**src/rtl/instr_encoder_loader_if.sv**
```systemverilog
// Field-bundle stream from the program source into the instruction encoder.
// The master drives the fields, in_valid and in_last; the encoder returns in_ready.
interface instr_encoder_loader_if;
    logic        in_valid;
    logic        in_ready;
    logic        in_last;
    logic [6:0]  op;
    logic [2:0]  funct3;
    logic [6:0]  funct7;
    logic [4:0]  rd;
    logic [4:0]  rs1;
    logic [4:0]  rs2;
    logic [31:0] imm;

    modport master (
        output in_valid, in_last, op, funct3, funct7, rd, rs1, rs2, imm,
        input  in_ready
    );

    modport slave (
        input  in_valid, in_last, op, funct3, funct7, rd, rs1, rs2, imm,
        output in_ready
    );
endinterface

```
**src/rtl/instr_encoder_loader.sv**
```systemverilog
// Packs RV32I field bundles into words and writes them to imem at consecutive addresses, holding the core until done.
// One registered cycle from accept to imem write; in_ready is high only while loading, one bundle per cycle.
module instr_encoder_loader #(
    parameter int DEPTH = 64,
    parameter int AW    = 6
) (
    input  logic                   clk,
    input  logic                   reset,
    input  logic                   start,
    instr_encoder_loader_if.slave  bus,
    output logic                   imem_we,
    output logic [AW-1:0]          imem_addr,
    output logic [31:0]            imem_wd,
    output logic                   core_hold,
    output logic                   done,
    output logic                   err,
    output logic [1:0]             err_code
);

    typedef enum logic [1:0] {IDLE, LOAD, DONE, ERR} state_t;
    typedef enum logic [2:0] {F_R, F_I, F_S, F_B, F_U, F_J, F_X} fmt_t;

    localparam logic [AW:0] FULL = (AW+1)'(DEPTH);

    state_t      state;
    logic [AW:0] cnt;
    fmt_t        fmt;
    logic        is_shift;
    logic        imm_ok;
    logic [31:0] word;
    logic        accept;

    assign bus.in_ready = (state == LOAD);
    assign accept       = bus.in_valid && bus.in_ready;
    assign is_shift     = (bus.op == 7'b0010011) && (bus.funct3[1:0] == 2'b01);

    always_comb begin
        fmt = F_X;
        case (bus.op)
            7'b0000011, 7'b0010011, 7'b1100111: fmt = F_I;
            7'b0100011:                         fmt = F_S;
            7'b0110011:                         fmt = F_R;
            7'b1100011:                         fmt = F_B;
            7'b1101111:                         fmt = F_J;
            7'b0110111, 7'b0010111:             fmt = F_U;
            default:                            fmt = F_X;
        endcase
    end

    // Range checks: the bits above the field's sign bit must all equal it.
    always_comb begin
        imm_ok = 1'b0;
        case (fmt)
            F_R: imm_ok = 1'b1;
            F_I: imm_ok = is_shift ? (bus.imm[31:5] == '0)
                                   : (&bus.imm[31:11] || ~|bus.imm[31:11]);
            F_S: imm_ok = &bus.imm[31:11] || ~|bus.imm[31:11];
            F_B: imm_ok = (&bus.imm[31:12] || ~|bus.imm[31:12]) && !bus.imm[0];
            F_J: imm_ok = (&bus.imm[31:20] || ~|bus.imm[31:20]) && !bus.imm[0];
            F_U: imm_ok = (bus.imm[11:0] == '0);
            default: imm_ok = 1'b0;
        endcase
    end

    always_comb begin
        word = '0;
        case (fmt)
            F_R: word = {bus.funct7, bus.rs2, bus.rs1, bus.funct3, bus.rd, bus.op};
            F_I: word = (is_shift && bus.funct3[2])
                      ? {bus.funct7, bus.imm[4:0], bus.rs1, bus.funct3, bus.rd, bus.op}
                      : {bus.imm[11:0], bus.rs1, bus.funct3, bus.rd, bus.op};
            F_S: word = {bus.imm[11:5], bus.rs2, bus.rs1, bus.funct3, bus.imm[4:0], bus.op};
            F_B: word = {bus.imm[12], bus.imm[10:5], bus.rs2, bus.rs1, bus.funct3,
                         bus.imm[4:1], bus.imm[11], bus.op};
            F_U: word = {bus.imm[31:12], bus.rd, bus.op};
            F_J: word = {bus.imm[20], bus.imm[10:1], bus.imm[11], bus.imm[19:12], bus.rd, bus.op};
            default: word = '0;
        endcase
    end

    // done/core_hold follow the state one cycle late so the last write lands before release.
    always_ff @(posedge clk or posedge reset) begin
        if (reset) begin
            state     <= IDLE;
            cnt       <= '0;
            imem_we   <= 1'b0;
            imem_addr <= '0;
            imem_wd   <= '0;
            core_hold <= 1'b1;
            done      <= 1'b0;
            err       <= 1'b0;
            err_code  <= 2'b00;
        end else begin
            imem_we   <= 1'b0;
            done      <= (state == DONE);
            core_hold <= (state != DONE);
            case (state)
                IDLE: if (start) state <= LOAD;
                LOAD: begin
                    if (accept) begin
                        if (fmt == F_X) begin
                            err      <= 1'b1;
                            err_code <= 2'b01;
                            state    <= ERR;
                        end else if (!imm_ok) begin
                            err      <= 1'b1;
                            err_code <= 2'b10;
                            state    <= ERR;
                        end else if (cnt == FULL) begin
                            err      <= 1'b1;
                            err_code <= 2'b11;
                            state    <= ERR;
                        end else begin
                            imem_we   <= 1'b1;
                            imem_addr <= cnt[AW-1:0];
                            imem_wd   <= word;
                            cnt       <= cnt + (AW+1)'(1);
                            if (bus.in_last) state <= DONE;
                        end
                    end
                end
                default: state <= state;
            endcase
        end
    end

endmodule
```
**src/flat_wrapper.sv**
```systemverilog
// flat-port wrapper written by rule: the top's interface ports become plain ports
module instr_encoder_loader_flat 
#(
    parameter int DEPTH = 64,
    parameter int AW    = 6
)
  (clk, reset, start, imem_we, imem_addr, imem_wd, core_hold, done, err, err_code, bus_in_valid, bus_in_last, bus_op, bus_funct3, bus_funct7, bus_rd, bus_rs1, bus_rs2, bus_imm, bus_in_ready);
  instr_encoder_loader_if bus_i ();
  input  logic clk;
  input  logic reset;
  input  logic start;
  output logic imem_we;
  output logic [AW-1:0] imem_addr;
  output logic [31:0] imem_wd;
  output logic core_hold;
  output logic done;
  output logic err;
  output logic [1:0] err_code;
  input wire logic [$bits(bus_i.in_valid)-1:0] bus_in_valid;
  input wire logic [$bits(bus_i.in_last)-1:0] bus_in_last;
  input wire logic [$bits(bus_i.op)-1:0] bus_op;
  input wire logic [$bits(bus_i.funct3)-1:0] bus_funct3;
  input wire logic [$bits(bus_i.funct7)-1:0] bus_funct7;
  input wire logic [$bits(bus_i.rd)-1:0] bus_rd;
  input wire logic [$bits(bus_i.rs1)-1:0] bus_rs1;
  input wire logic [$bits(bus_i.rs2)-1:0] bus_rs2;
  input wire logic [$bits(bus_i.imm)-1:0] bus_imm;
  output wire logic [$bits(bus_i.in_ready)-1:0] bus_in_ready;
  assign bus_i.in_valid = bus_in_valid;
  assign bus_i.in_last = bus_in_last;
  assign bus_i.op = bus_op;
  assign bus_i.funct3 = bus_funct3;
  assign bus_i.funct7 = bus_funct7;
  assign bus_i.rd = bus_rd;
  assign bus_i.rs1 = bus_rs1;
  assign bus_i.rs2 = bus_rs2;
  assign bus_i.imm = bus_imm;
  assign bus_in_ready = bus_i.in_ready;
  instr_encoder_loader #(.DEPTH(DEPTH), .AW(AW)) u_core (.clk(clk), .reset(reset), .start(start), .bus(bus_i), .imem_we(imem_we), .imem_addr(imem_addr), .imem_wd(imem_wd), .core_hold(core_hold), .done(done), .err(err), .err_code(err_code));
endmodule
```
**config.mk**
```make
export PLATFORM = sky130hd
export DESIGN_NAME = instr_encoder_loader_flat
export DESIGN_NICKNAME = d
export VERILOG_FILES = /design/src/rtl/instr_encoder_loader_if.sv /design/src/rtl/instr_encoder_loader.sv /design/src/flat_wrapper.sv
export SDC_FILE = /design/constraint.sdc
export NUM_CORES = 1
export LEC_CHECK = 0
export ABC_CLOCK_PERIOD_IN_PS = 3200
export CAP_MARGIN = 20
export CORE_MARGIN = 2
export CORE_UTILIZATION = 48
export CTS_CLUSTER_SIZE = 12
export DETAILED_ROUTE_END_ITERATION = 8
export HOLD_SLACK_MARGIN = 0.03
export PLACE_DENSITY = 0.94
export SYNTH_ARGS = -nofsm -noshare
export SYNTH_HDL_FRONTEND = slang
export SYNTH_SLANG_ARGS = --single-unit
```
**constraint.sdc**
```tcl
create_clock -name clk -period 3.2 [get_ports clk]
set_input_delay 0.48 -clock clk [delete_from_list [all_inputs] [get_ports clk]]
set_output_delay 0.48 -clock clk [all_outputs]
set_load 0.02 [all_outputs]
```
==> metrics <==
result of the run=completed; global route total overflow=0; Worst EP required=roughly 3400 ps; area inside the core boundary=around 6300 um^2; post-layout min period=a little under 3000 ps; global-route total usage across every layer=about a quarter; Synth Instances=around 280; initial antenna violation count=0; delay contributed by the slowest stage of the critical path=470 ps; remaining number of nets flagged by the antenna check after routing=0; highest routing layer actually used=met4; Post-Synth Simple-Gate Area=between 10% and 20%; element type at the critical path start=primary input; number of distinct library cell variants in the gate-level netlist after synthesis=54; count of H-tree levels built during CTS=2; Worst-Skew Late Latency=between 300 and 400 ps; most common cell after layout, fill and taps aside=clkdlybuf4s50_1; number of global-route vias before repair=2871; number of vias after detailed routing=2780; CTS tree=built; CTS Sinks=53; number of placed cells counting well taps=between 400 and 500; standard-cell rows=29; Port Buffer Count=between 100 and 150; cells resized by post-CTS repair=0; post-CTS setup buffers=0; initial core utilization=between 40% and 50%; Least-Margin Pin Slew=642 ps; Metal-1 WL=~3500 um; boundary pin count=approximately 110; Final Worst Setup Slack=303 ps; Slew headroom=~57%; commonest non-fill, non-tap cells in the layout=clkdlybuf4s50_1 (113), dfrtp_1 (52), mux2_4 (32), nor2_1 (24), inv_1 (20); total wire length after detailed routing=between 8000 and 9000 um; Die Height=around 84 um; Final Max Tran Viols=0; share of synthesized area spent on multiplexers=20.6%; wire length on met3=between 400 and 500 um; cell with the largest stage delay on the worst path=clkdlybuf4s50_1; final cycle utilization of the critical path=90.5%; Post-Synth Adder-Cell Area=less than 1%; Worst VDD drop=between 0.2 and 0.3 mV; peak clock frequency supported by timing=0.345 GHz; count of buffer and inverter cells on the critical path=2; post-synthesis instance area=~3000 um^2; hold buffer count at CTS=0; Max Cap Violations=0; overall die width=around 84 um; via/cell ratio=~5.8; total leakage power=2.00 nW; worst setup timing slack at the placement stage=between 40 and 50 ps; most instantiated flip-flop cell in the synthesis netlist=dfrtp_1; cells along the critical path=clkdlybuf4s50_1, nor4_1, nand3_1, o31ai_1, o2111ai_1, o211ai_4, nand3_4, buf_12, mux2_4; count of flip-flops with a built-in enable after synthesis=0; dominant combinational cell family by area after synthesis=multiplexers; Final Instance Count excl. Fillers=476; drc violations=0; number of endpoints failing setup at the final stage=0; share of the synthesized area in compound gates (AO/OA/AOI/OAI)=between 10 and 15%; Worst Hold Class=in2async; Crit Path Class=in2reg; Non-Filler Cell Area, Final=between 4000 and 5000 um^2; number of warnings reported in the yosys synthesis log=0; largest net degree at the start of global routing=25; gpl congestion=between 1 and 1.5; clk_skew=~5.0 ps; setup repair after global routing missed its margin=no; ratio of total power to cell area=291 nW/um^2; DRC violation total after the first TritonRoute iteration=165; antenna cell count=0; average wire length per cell after detail routing=18.5 um; proportion of synthesized chip area in sequential cells=about 43%; clock buffer count from CTS=5; post-placement cell area=between 4000 and 5000 um^2; Yosys reg bits=between 50 and 60; met2 wire length=about 4500 um; share of final-layout standard cells stronger than drive strength 1=about 16%; clock slew seen by the registers of the worst setup and hold paths=90 ps; Synthesized Nets=between 300 and 400; worst-path fanout max=21; Post-Synth XOR/XNOR Area=2.00%; critical path capture point type=flop; data arrival time of the worst path=between 3000 and 4000 ps; Mean Syn Cell Area=11.0 um^2; estimated wirelength of the detail-placed design=6920 um; overall die area=around 7000 um^2; area growth from synthesis to layout=43.5%; number of hold violations in the final report=0; final sum of negative setup slack=0 ps; maximum number of buffers from clock root to sink=2; global-route wire length before repair=14300 um; Synth async-reset ratio=100%; worst-case register-to-register setup slack=1220 ps; clock root buffer master=clkbuf_8; layout net count=between 400 and 500; critical path's top delay family=compound AO/OA/AOI/OAI gates; First-pass DRT Iterations=7
[registers in the layout (all words and copies together) (netlist names)]
name              cells
u_core.err_code       2
u_core.imem_we        1
u_core.err            1
u_core.done           1
u_core.imem_wd       32
u_core.cnt            7
u_core.imem_addr      6
u_core.core_hold      1
u_core.state          2
[logic make-up after synthesis]
| kind of cell | Yosys count |
|---|---|
| buffers and inverters | 33 |
| muxes | 47 |
| adders and majority gates | 2 |
| and+or+nand+nor | 95 |
| AOI/OAI and AO/OA | 42 |
| DFF | 53 |
| xor gates and xnor gates | 7 |
[layer usage]
| layer | global-route usage (%) | vias up |
|---|---|---|
| met5 | 0 | - |
| met4 | 10.9 | 0 |
| met3 | 4.25 | 36 |
| met2 | 44.5 | 143 |
| met1 | 30.3 | 1339 |
| li1 | - | 1262 |
[cells in the mapped netlist (2+ instances only)]
library cell	n	area, um^2
nor2_1	24	90.1
o21ai_0	8	40.0
nand4_1	11	68.8
o31ai_1	4	30.0
or2_2	4	25.0
mux2_4	32	480
a21oi_1	3	15.0
and4_1	2	17.5
nand3b_1	2	15.0
nand2_1	12	45.0
xnor2_1	6	52.6
inv_1	21	78.8
clkbuf_1	3	11.3
a22oi_1	6	45.0
a222oi_1	5	50.1
a22o_1	5	43.8
nand2b_1	5	31.3
nand3_1	9	45.0
dfrtp_1	52	1300
ha_1	2	25.0
and3_1	3	18.8
nor3_1	4	20.0
buf_6	4	45.0
buf_4	2	15.0
buf_2	2	10.0
a221oi_1	2	17.5
nor4_1	6	37.5
mux2i_1	14	140
[stage by stage]
stage	util, %	power [W]	hold WS (ps)
4_1_cts	70.3	0.00129	414
6_report	70.3	0.00128	410
3_5_place_dp	68.9	0.000915	452
3_3_place_gp	68.9	0.000908	448
5_1_grt	70.3	0.00133	420
2_1_floorplan	-	0.000773	438
[report_power, final]
group / internal, W / switching (W) / total [W] / leakage (nW)
Clock: 0.000155 / 0.000224 / 0.000378 / 0.0374
Combinational: 0.000120 / 0.0000957 / 0.000215 / 1.27
Sequential: 0.000682 / 0.00000729 / 0.000689 / 0.699
Total: 0.000956 / 0.000327 / 0.00128 / 2.00
[worst paths after layout]
check                                         startpoint                         endpoint  cells after the start
setup / recovery                             bus_imm[27]   u_core.imem_wd[25]$_DFFE_PP0P_                      9
setup reg to reg               u_core.cnt[2]$_DFFE_PP0P_   u_core.imem_wd[30]$_DFFE_PP0P_                      5
hold reg to reg            u_core.imem_wd[0]$_DFFE_PP0P_    u_core.imem_wd[0]$_DFFE_PP0P_                      1
hold / removal                                     reset  u_core.imem_addr[3]$_DFFE_PP0P_                      2
max in group asynchronous                          reset    u_core.imem_wd[4]$_DFFE_PP0P_                      3
min in group clk           u_core.imem_wd[0]$_DFFE_PP0P_    u_core.imem_wd[0]$_DFFE_PP0P_                      1
[final cells by class]
class                      instances  area, um^2
fill                             438        1870
multi-input combinational        193        1580
sequential                        53        1330
timing repair buffer             124        1240
tap                               77        96.3
inverter                          21        78.8
clock buffer                       6        72.6
clock inverter                     2        15.0
No activity file was read; power rests on OpenSTA's default activity.
